`src/rtl/pipe_hazard_ctrl.sv`:
```
// Pipeline hazard/redirect controller with in-flight store tracker for load-after-store stalls.
// Optional stall watchdog enabled by defining PIPE_WATCHDOG_EN.
module pipe_hazard_ctrl #(
  parameter int unsigned NUM_STAGES = 7,
  parameter int unsigned MEM_STAGE  = 4,
  parameter int unsigned EXC_STAGE  = 4,
  parameter int unsigned SB_DEPTH   = 4,
  parameter int unsigned LINE_BYTES = 32,
  parameter int unsigned WD_LIMIT   = 1023
) (
  input  logic                  clk,
  input  logic                  rst,
  input  logic [NUM_STAGES-1:0] stall_req,
  input  logic [NUM_STAGES-1:0] flush_req,
  input  logic                  exc_flush,
  input  logic                  ld_req,
  input  logic [31:0]           ld_addr,
  input  logic                  ld_cached,
  input  logic                  st_issue,
  input  logic [31:0]           st_addr,
  input  logic                  st_ack,
  output logic [NUM_STAGES-1:0] stage_wr,
  output logic [NUM_STAGES-1:0] stage_flush,
  output logic [NUM_STAGES-1:0] stage_diswr,
  output logic                  ireq_valid,
  output logic                  dreq_valid,
  output logic                  icache_stall,
  output logic                  dcache_stall,
  output logic                  sb_full,
  output logic                  wd_timeout
);

  localparam int unsigned LINE_LSB = $clog2(LINE_BYTES);
  localparam int unsigned LINE_W   = 32 - LINE_LSB;
  localparam int unsigned PTR_W    = $clog2(SB_DEPTH);
  localparam int unsigned CNT_W    = PTR_W + 1;

  if (NUM_STAGES < 3 || (SB_DEPTH & (SB_DEPTH - 1)) != 0 || SB_DEPTH < 2 ||
      WD_LIMIT == 0 || WD_LIMIT > 1023) begin : g_bad_param
    $error("pipe_hazard_ctrl: illegal parameter combination");
  end

  function automatic int unsigned deepest(input logic [NUM_STAGES-1:0] v);
    deepest = 0;
    for (int unsigned i = 0; i < NUM_STAGES; i++)
      if (v[i]) deepest = i;
  endfunction

  logic              sb_valid [SB_DEPTH];
  logic [LINE_W-1:0] sb_line  [SB_DEPTH];
  logic [PTR_W-1:0]  sb_head, sb_tail;
  logic [CNT_W-1:0]  sb_count;
  logic [NUM_STAGES-1:0] pend_vec, pend_nxt, redir_vec;

  logic        sb_empty, push, pop, ld_match, hazard, stall_eff, redir_any;
  int unsigned stall_k, redir_k;
  logic        unused_addr_lsbs;

  assign unused_addr_lsbs = ^{ld_addr[LINE_LSB-1:0], st_addr[LINE_LSB-1:0]};

  assign sb_full  = (sb_count == CNT_W'(SB_DEPTH));
  assign sb_empty = (sb_count == '0);
  assign pop      = st_ack & ~sb_empty;
  // A full tracker still accepts a store when the oldest one retires in the same cycle.
  assign push     = st_issue & (~sb_full | pop);

  always_comb begin
    ld_match = 1'b0;
    for (int unsigned e = 0; e < SB_DEPTH; e++)
      if (sb_valid[e] && sb_line[e] == ld_addr[31:LINE_LSB]) ld_match = 1'b1;
  end

  assign hazard    = (ld_req & ld_cached & ld_match) | (st_issue & sb_full);
  assign stall_eff = (|stall_req) | hazard;
  assign redir_vec = flush_req | pend_vec;
  assign redir_any = |redir_vec;

  // Next-state of the pending redirect plus all control outputs.
  always_comb begin
    stall_k      = (|stall_req) ? deepest(stall_req) : MEM_STAGE;
    redir_k      = deepest(redir_vec);
    pend_nxt     = pend_vec;
    stage_wr     = '1;
    stage_flush  = '0;
    stage_diswr  = '0;
    ireq_valid   = 1'b1;
    dreq_valid   = 1'b1;
    icache_stall = 1'b0;
    dcache_stall = 1'b0;
    if (rst) begin
      stage_wr    = '0;
      stage_flush = '1;
      stage_diswr = '1;
      ireq_valid  = 1'b0;
      dreq_valid  = 1'b0;
    end else if (exc_flush) begin
      pend_nxt   = '0;
      ireq_valid = 1'b0;
      dreq_valid = 1'b0;
      for (int unsigned i = 0; i < NUM_STAGES; i++) begin
        stage_flush[i] = (i >= 1) && (i <= EXC_STAGE);
        stage_diswr[i] = (i >= 1) && (i <= EXC_STAGE);
      end
    end else if (stall_eff) begin
      for (int unsigned i = 0; i < NUM_STAGES; i++) begin
        stage_wr[i]    = (i > stall_k);
        stage_flush[i] = (i == stall_k + 1);
        stage_diswr[i] = (i <= stall_k);
        if (redir_any) pend_nxt[i] = (i == redir_k);
      end
      icache_stall = 1'b1;
      dcache_stall = (stall_k >= MEM_STAGE);
      ireq_valid   = ~stall_req[0];
      dreq_valid   = ~(stall_k >= MEM_STAGE);
    end else if (redir_any) begin
      pend_nxt   = '0;
      ireq_valid = 1'b0;
      for (int unsigned i = 0; i < NUM_STAGES; i++)
        stage_flush[i] = (i >= 1) && (i < redir_k);
    end
  end

  // Tracker FIFO and pending redirect; pop is applied before push so a full-FIFO swap keeps the new entry.
  always_ff @(posedge clk or posedge rst) begin
    if (rst) begin
      for (int unsigned e = 0; e < SB_DEPTH; e++) begin
        sb_valid[e] <= 1'b0;
        sb_line[e]  <= '0;
      end
      sb_head  <= '0;
      sb_tail  <= '0;
      sb_count <= '0;
      pend_vec <= '0;
    end else begin
      if (pop) begin
        sb_valid[sb_head] <= 1'b0;
        sb_head           <= sb_head + PTR_W'(1);
      end
      if (push) begin
        sb_valid[sb_tail] <= 1'b1;
        sb_line[sb_tail]  <= st_addr[31:LINE_LSB];
        sb_tail           <= sb_tail + PTR_W'(1);
      end
      sb_count <= sb_count + CNT_W'(push) - CNT_W'(pop);
      pend_vec <= pend_nxt;
    end
  end

`ifdef PIPE_WATCHDOG_EN
  logic [9:0] wd_cnt;
  logic       wd_stall, wd_hit;

  assign wd_stall   = stall_eff & ~exc_flush;
  assign wd_hit     = wd_stall && (wd_cnt == 10'(WD_LIMIT - 1));
  assign wd_timeout = wd_hit;

  always_ff @(posedge clk or posedge rst) begin
    if (rst)                     wd_cnt <= '0;
    else if (!wd_stall || wd_hit) wd_cnt <= '0;
    else                         wd_cnt <= wd_cnt + 10'd1;
  end
`else
  assign wd_timeout = 1'b0;
`endif

endmodule
```
`config.mk`:
```
export PLATFORM = sky130hd
export DESIGN_NAME = pipe_hazard_ctrl
export DESIGN_NICKNAME = d
export VERILOG_FILES = /design/src/rtl/pipe_hazard_ctrl.sv
export SDC_FILE = /design/constraint.sdc
export NUM_CORES = 1
export LEC_CHECK = 0
export CELL_PAD_IN_SITES_DETAIL_PLACEMENT = 1
export CELL_PAD_IN_SITES_GLOBAL_PLACEMENT = 2
export CORE_UTILIZATION = 35
export CTS_CLUSTER_DIAMETER = 40
export DETAILED_ROUTE_END_ITERATION = 8
export GPL_TIMING_DRIVEN = 0
export PLACE_DENSITY = 0.85
export SYNTH_ARGS = -nofsm -noshare
export SYNTH_HDL_FRONTEND = slang
export SYNTH_SLANG_ARGS = --single-unit
```
`constraint.sdc`:
```
create_clock -name clk -period 14.1 [get_ports clk]
set_input_delay 4.23 -clock clk [delete_from_list [all_inputs] [get_ports clk]]
set_output_delay 4.23 -clock clk [all_outputs]
set_load 0.03 [all_outputs]
```
==> results of run 1 <==
## area by class of cell
class                   instances  area, um2
well taps                     229        287
flip-flops and latches        126       3150
repair buffers                 73        748
multi-input cells             389       3250
plain buffers                  41        175
clock buffers                  22        474
fillers                      1969       9920
inverters                      16       60.1
clock inverters                10        208
## state kept, by name, summed over array words and instances (netlist names)
name	count
sb_line	108
pend_vec	7
sb_valid	4
sb_count	3
sb_head	2
sb_tail	2
## cell usage in the layout, fill, tap and decap left out, types with 4 or more instances in the layout
cell type / instances
o31ai_1: 5
o21a_1: 5
ha_1: 11
clkbuf_16: 17
o21ai_0: 12
bufinv_16: 6
nand2_1: 36
nor4_1: 6
nor3_1: 7
clkbuf_8: 4
inv_1: 16
clkdlybuf4s50_1: 72
a21oi_1: 9
dfrtp_1: 126
mux2_2: 108
nor2_1: 13
xnor2_1: 112
nand4_1: 29
clkbuf_1: 39
## metrics by stage
step | utilization (%) | worst slack (ns) | power, mW | cell area (um2) | hold slack (ns)
final | 45.7 | 2.31 | 1.78 | 8350 | 0.494
after detailed placement | 42.0 | 2.37 | 1.27 | 7670 | 0.488
after CTS | 45.7 | 2.36 | 1.79 | 8350 | 0.501
after floorplan | - | 2.39 | 1.08 | 6630 | 0.445
after global routing | 45.7 | 2.15 | 1.87 | 8350 | 0.530
after global placement | 41.8 | 1.65 | 1.22 | 7630 | 0.469
## worst max-delay path: stages
cell	delay (ns)
clkbuf_1	0.16
xnor2_1	0.37
nand4_1	0.15
nor4_1	0.46
a22oi_1	0.25
a21oi_1	0.37
o21ai_1	0.22
clkbuf_1	0.29
o31ai_1	0.29
clkdlybuf4s50_1	0.75
## kinds of logic (layout without fill, tap and decap cells)
kind of cell / Yosys count / after routing / synth area share [%]
AOI/OAI and AO/OA: 50 / 50 / 5.02
buffers and inverters: 57 / 162 / 3.40
and+or+nand+nor: 106 / 106 / 8.37
other: 1 / 1 / 0.0566
xor gates and xnor gates: 112 / 112 / 14.8
DFF: 126 / 126 / 47.6
adders and majority gates: 12 / 12 / 2.38
muxes: 108 / 108 / 18.4
## worst paths after layout
kind | depth (start not counted) | slack [ns] | endpoint | start
worst max register to register | 8 | 11.21 | pend_vec[2] | sb_line[72]
worst min register to register | 2 | 0.49 | pend_vec[0] | pend_vec[0]
worst min-delay path | 2 | 0.49 | pend_vec[0] | pend_vec[0]
max in group asynchronous | 4 | 9.30 | sb_line[82] | rst
worst max-delay path | 10 | 2.31 | stage_flush[0] | ld_addr[23]
min in group asynchronous | 3 | 3.98 | sb_line[61] | rst
## cell usage after synthesis (2+ instances only)
master	count	area [um2]
o21ai_0	12	60.1
and2_1	2	12.5
ha_1	11	138
mux2_2	108	1220
or4b_4	2	27.5
o41ai_1	2	17.5
xnor2_1	112	981
o311ai_0	2	17.5
nor2_1	13	48.8
nor4_1	6	37.5
inv_1	16	60.1
nand2_1	36	135
a21o_1	3	22.5
dfrtp_1	126	3150
o31ai_1	5	37.5
a21oi_1	9	45.0
o21a_1	5	37.5
or4_1	2	15.0
nor3_1	7	35.0
nand4_1	29	181
a22oi_1	2	15.0
clkbuf_1	38	143
nor2b_1	2	12.5
nor2_2	2	12.5
## routing by layer
metal,part of all wire [%],global-route usage (%),vias up
met5,0,0,-
met4,2.2,7.29,0
met3,3.1,4.23,24
met2,52,36.2,80
met1,43,26.2,2404
li1,-,-,2153
## power by group through the flow
stage	logic, mW	registers (mW)	clock network, mW
global route	0.654	0.694	0.524
floorplan	0.438	0.638	0
finish	0.600	0.672	0.504
CTS	0.607	0.672	0.509
global placement	0.568	0.655	0
detailed placement	0.593	0.673	0
==> metrics.md, run 1 <==
| Metric | Value |
|---|---|
| Status | complete, no violations |
| Mapped Area | 0.00662 mm2 |
| GRT Util Overall | 21.0% |
| Final setup vio count | 0 |
| Core area | 0.0183 mm2 |
| CTS clk-pin slew, worst paths | 0.05 ns |
| Congestion Overflow GR | 0 |
| Setup TNS Final | 0 ns |
| Rows | 49 |
| Ports | 112 |
| DR vias/cell | 5.14 |
| Hold Crit Class | flop to flop |
| RSZ-0062 raised after global routing | false |
| Crit. End Element | output pin |
| H-tree levels | 4 |
| Drt total wl | 19.2 mm |
| Clock power share | 28.4% |
| Gp weighted congestion | 0.831 |
| Slew HR | 41.8% |
| EDFF count, synth | 0 |
| Sw Share | 31.7% |
| Crit Path Max Fanout | 10 |
| Power per Cell Area | 213 mW/mm2 |
| Synth unique cells | 44 |
| Vias in the first global route | 5,270 |
| Required @ worst endpoint | 9.87 ns |
| Number of synthesis warnings | 0 |
| Cells after synthesis | 572 |
| Layout net count | 761 |
| Achievable Freq | 84.8 MHz |
| Async set or reset register ratio after synthesis | 100% |
| Number of buffers created by CTS | 17 |
| Clk_lat worst skew | 0.42 ns |
| Tightest Pin Transition | 0.873 ns |
| Final Skew | 0.00680 ns |
| Detailed placer's ending HPWL | 14.0 mm |
| Post-CTS setup buffer count | 0 |
| Crit path time final | 11.79 ns |
| Switching Power | 0.564 mW |
| Initial antenna violation count | 0 |
| Post-synthesis average cell area | 11.6 um2 |
| Synth Register Bits | 126 |
| Register area share after synthesis | 47.6% |
| Die area | 0.0195 mm2 |
| Final hold vios | 0 |
| Drt wl/cell | 21.2 um |
| Layout cells sized above 1 | 21.9% |
| CTS root buffer | clkbuf_16 |
| Layout Cells excl Fill | 906 |
| Clock tree sinks | 126 |
| Leakage Power | 3.31 nW |
| VDD IR max | 98.1 uV |
| Slew Viols, Final | 0 |
| DRC | 0 |
| Main flop type after synthesis | dfrtp_1 |
| Initial Util | 36.3% |
| Die height | 140 um |
| 1st-pass router iterations | 4 |
| Antenna Violating Nets Remaining | 0 |
| Syn_nets | 669 |
| CTS Buffer Depth | 2 |
| First-pass GRT wire length | 30.3 mm |
| Largest net degree at the start of global routing | 106 |
| I/O Buffers | 72 |
| P_int | 1.21 mW |
| Seq pwr share | 37.9% |
| Hold-fix buffers, CTS | 0 |
| Max cap viols | 0 |
| Worst Setup Start Kind | input port |
| Fin crit share | 83.6% |
| PostCTS Resize Cnt | 0 |
| CTS tree | yes |
| Vias | 4,661 |
| Dpl cells | 874 |
| Comb pwr share | 33.8% |
| WP data arrival | 7.56 ns |
| # diodes | 0 |
| Area growth, synth to finish | 26.1% |
| Chip width | 140 um |
| Initial DRC Count | 288 |
| CP Class | input port to output pin |
(Power assumes the default switching activity.)
==> run 2: changes to the inputs <==
Clock period 14.1 ns to 12.17 ns, I/O delays scaled along.
==> results of run 2 <==
The final DEF is identical to that of run 1. Status: complete, no violations.
Among the figures that moved: setup slack after placement 2.37 ns -> 1.59 ns; setup slack after layout 2.31 ns -> 1.54 ns; register-to-register setup slack 11.21 ns -> 9.28 ns; total power 1.78 mW -> 2.06 mW; worst IR drop on VDD 98.1 uV -> 114 uV
==> run 3: changes to the inputs <==
Settings changed: CORE_MARGIN from default to 2.
==> run 3 against run 2 <==
  * Setup slack improved by 0.11 ns
  * Worst hold slack got worse by 0.0091 ns
  * Final area decreased by 1.2%
==> metrics.md, run 3 (synthesized netlist as in run 1, its figures left out) <==
| Metric | Value |
|---|---|
| R2R setup slack | 9.27 ns |
| Initial Util | 35.5% |
| Hold EP | pend_vec[1] |
| Congestion Overflow GR | 0 |
| WHS Path Cells | 2 |
| Tightest Pin Transition | 1.01 ns |
| Crit. End Element | output pin |
| Power per Cell Area | 237 mW/mm2 |
| Most used cell, CP | clkbuf_1 |
| 1st-pass router iterations | 4 |
| Drt total wl | 18.8 mm |
| Setup TNS Final | 0 ns |
| Final setup vio count | 0 |
| Max reg flops | 108 |
| Most common library cell in the layout ignoring fill and taps | dfrtp_1 |
| Hold-fix buffers, CTS | 0 |
| CP cell instances | clkbuf_1 > xnor2_1 > nand4_1 > nor4_1 > a22oi_1 > a21oi_1 > o21ai_1 > clkbuf_1 > o31ai_1 > clkdlybuf4s50_1 |
| PostCTS Resize Cnt | 0 |
| # diodes | 0 |
| Crit path time final | 10.52 ns |
| Final Skew | 0.00660 ns |
| Biggest regs | sb_line (108), pend_vec (7), sb_valid (4) |
| Vias in the first global route | 5,234 |
| DRC | 0 |
| Initial antenna violation count | 0 |
| Crit Path Max Fanout | 10 |
| First-pass GRT wire length | 29.3 mm |
| Detailed placer's ending HPWL | 13.9 mm |
| Die area | 0.0200 mm2 |
| Required @ worst endpoint | 8.52 ns |
| Number of buffers created by CTS | 17 |
| CP Class | input port to output pin |
| Hold path start | pend_vec[1] |
| Most flops, register | sb_line |
| VDD IR max | 124 uV |
| CTS root buffer | clkbuf_16 |
| Status | complete, no violations |
| Critical R2R Launch | sb_count[1] |
| Slew Viols, Final | 0 |
| CTS Buffer Depth | 2 |
| Area growth, synth to finish | 24.5% |
| GRT Util Overall | 19.6% |
| Core area | 0.0186 mm2 |
| CP max stage cell | clkdlybuf4s50_1 |
| Largest stage delay, worst path | 0.74 ns |
| Layout net count | 761 |
| Rows | 50 |
| Achievable Freq | 95.1 MHz |
| I/O Buffers | 72 |
| H-tree levels | 4 |
| Slew HR | 32.7% |
| DR vias/cell | 5.20 |
| Antenna Violating Nets Remaining | 0 |
| Ports | 112 |
| Worst Setup Start Kind | input port |
| Final hold vios | 0 |
| Crit Reg-Reg Endpoint | sb_line[102] |
| Clk_lat worst skew | 0.42 ns |
| Post-CTS setup buffer count | 0 |
| Clock tree sinks | 126 |
| Largest net degree at the start of global routing | 117 |
| Fin crit share | 86.4% |
| RSZ-0062 raised after global routing | false |
| WP data arrival | 6.87 ns |
| Chip width | 142 um |
| Initial DRC Count | 252 |
| Die height | 142 um |
| R2R cell count | 7 |
| Leakage Power | 3.26 nW |
| Hold Crit Class | flop to flop |
| Max cap viols | 0 |
| Vias | 4,741 |
| CTS clk-pin slew, worst paths | 0.06 ns |
| Fin util | 44.2% |
| Gp weighted congestion | 0.855 |
| CTS tree | yes |
| Most frequent cells in the layout | dfrtp_1, xnor2_1, mux2_2 |
| Layout cells sized above 1 | 22.0% |
| Drt wl/cell | 20.7 um |
## run 3: layer usage
metal | global-route usage (%) | up-vias | wire, um
li1 | - | 2147 | -
met1 | 24.8 | 2484 | 8300
met2 | 33.8 | 84 | 9540
met3 | 4.22 | 26 | 612
met4 | 5.58 | 0 | 362
met5 | 0 | - | 0
## run 3: worst max-delay path by stage
stage / startpoint / endpoint / depth (start not counted) / slack [ns]
detailed placement: ld_addr[16] / stage_flush[0] / 10 / 1.58
CTS: ld_addr[16] / stage_flush[0] / 10 / 1.56
global route: ld_addr[23] / stage_flush[6] / 10 / 1.37
global placement: rst / stage_flush[5] / 5 / 0.88
floorplan: rst / stage_flush[5] / 4 / 1.62
finish: ld_addr[16] / stage_flush[0] / 10 / 1.65
## run 3: area by class of cell
cell class / instances / area [um2]
flip-flops and latches: 126 / 3150
repair buffers: 73 / 748
multi-input cells: 389 / 3250
fillers: 1971 / 10400
clock inverters: 14 / 144
inverters: 16 / 60.1
clock buffers: 18 / 429
plain buffers: 41 / 175
well taps: 234 / 293
## run 3: stage by stage
| stage | instances | hold slack (ns) | total power, mW | setup WS [ns] | area (um2) |
|---|---|---|---|---|---|
| after CTS | 911 | 0.495 | 1.97 | 1.56 | 8250 |
| after detailed placement | 879 | 0.479 | 1.47 | 1.58 | 7670 |
| after global routing | 911 | 0.529 | 2.07 | 1.37 | 8250 |
| after global placement | 878 | 0.469 | 1.42 | 0.884 | 7640 |
| final | 911 | 0.485 | 1.96 | 1.65 | 8250 |
| after floorplan | 572 | 0.445 | 1.25 | 1.62 | 6630 |
## run 3: worst max-delay path, delay by kind of cell
family	cells	cell delay (ns)
compound gates	4	1.10
xor+xnor	1	0.21
buf+inv	3	1.27
simple gates	2	0.63
## run 3: report_power, final
part           internal (mW)  leakage, nW  switching (mW)
sequential             0.628         1.50           0.149
combinational          0.376         1.48           0.311
clock                  0.300        0.280           0.192
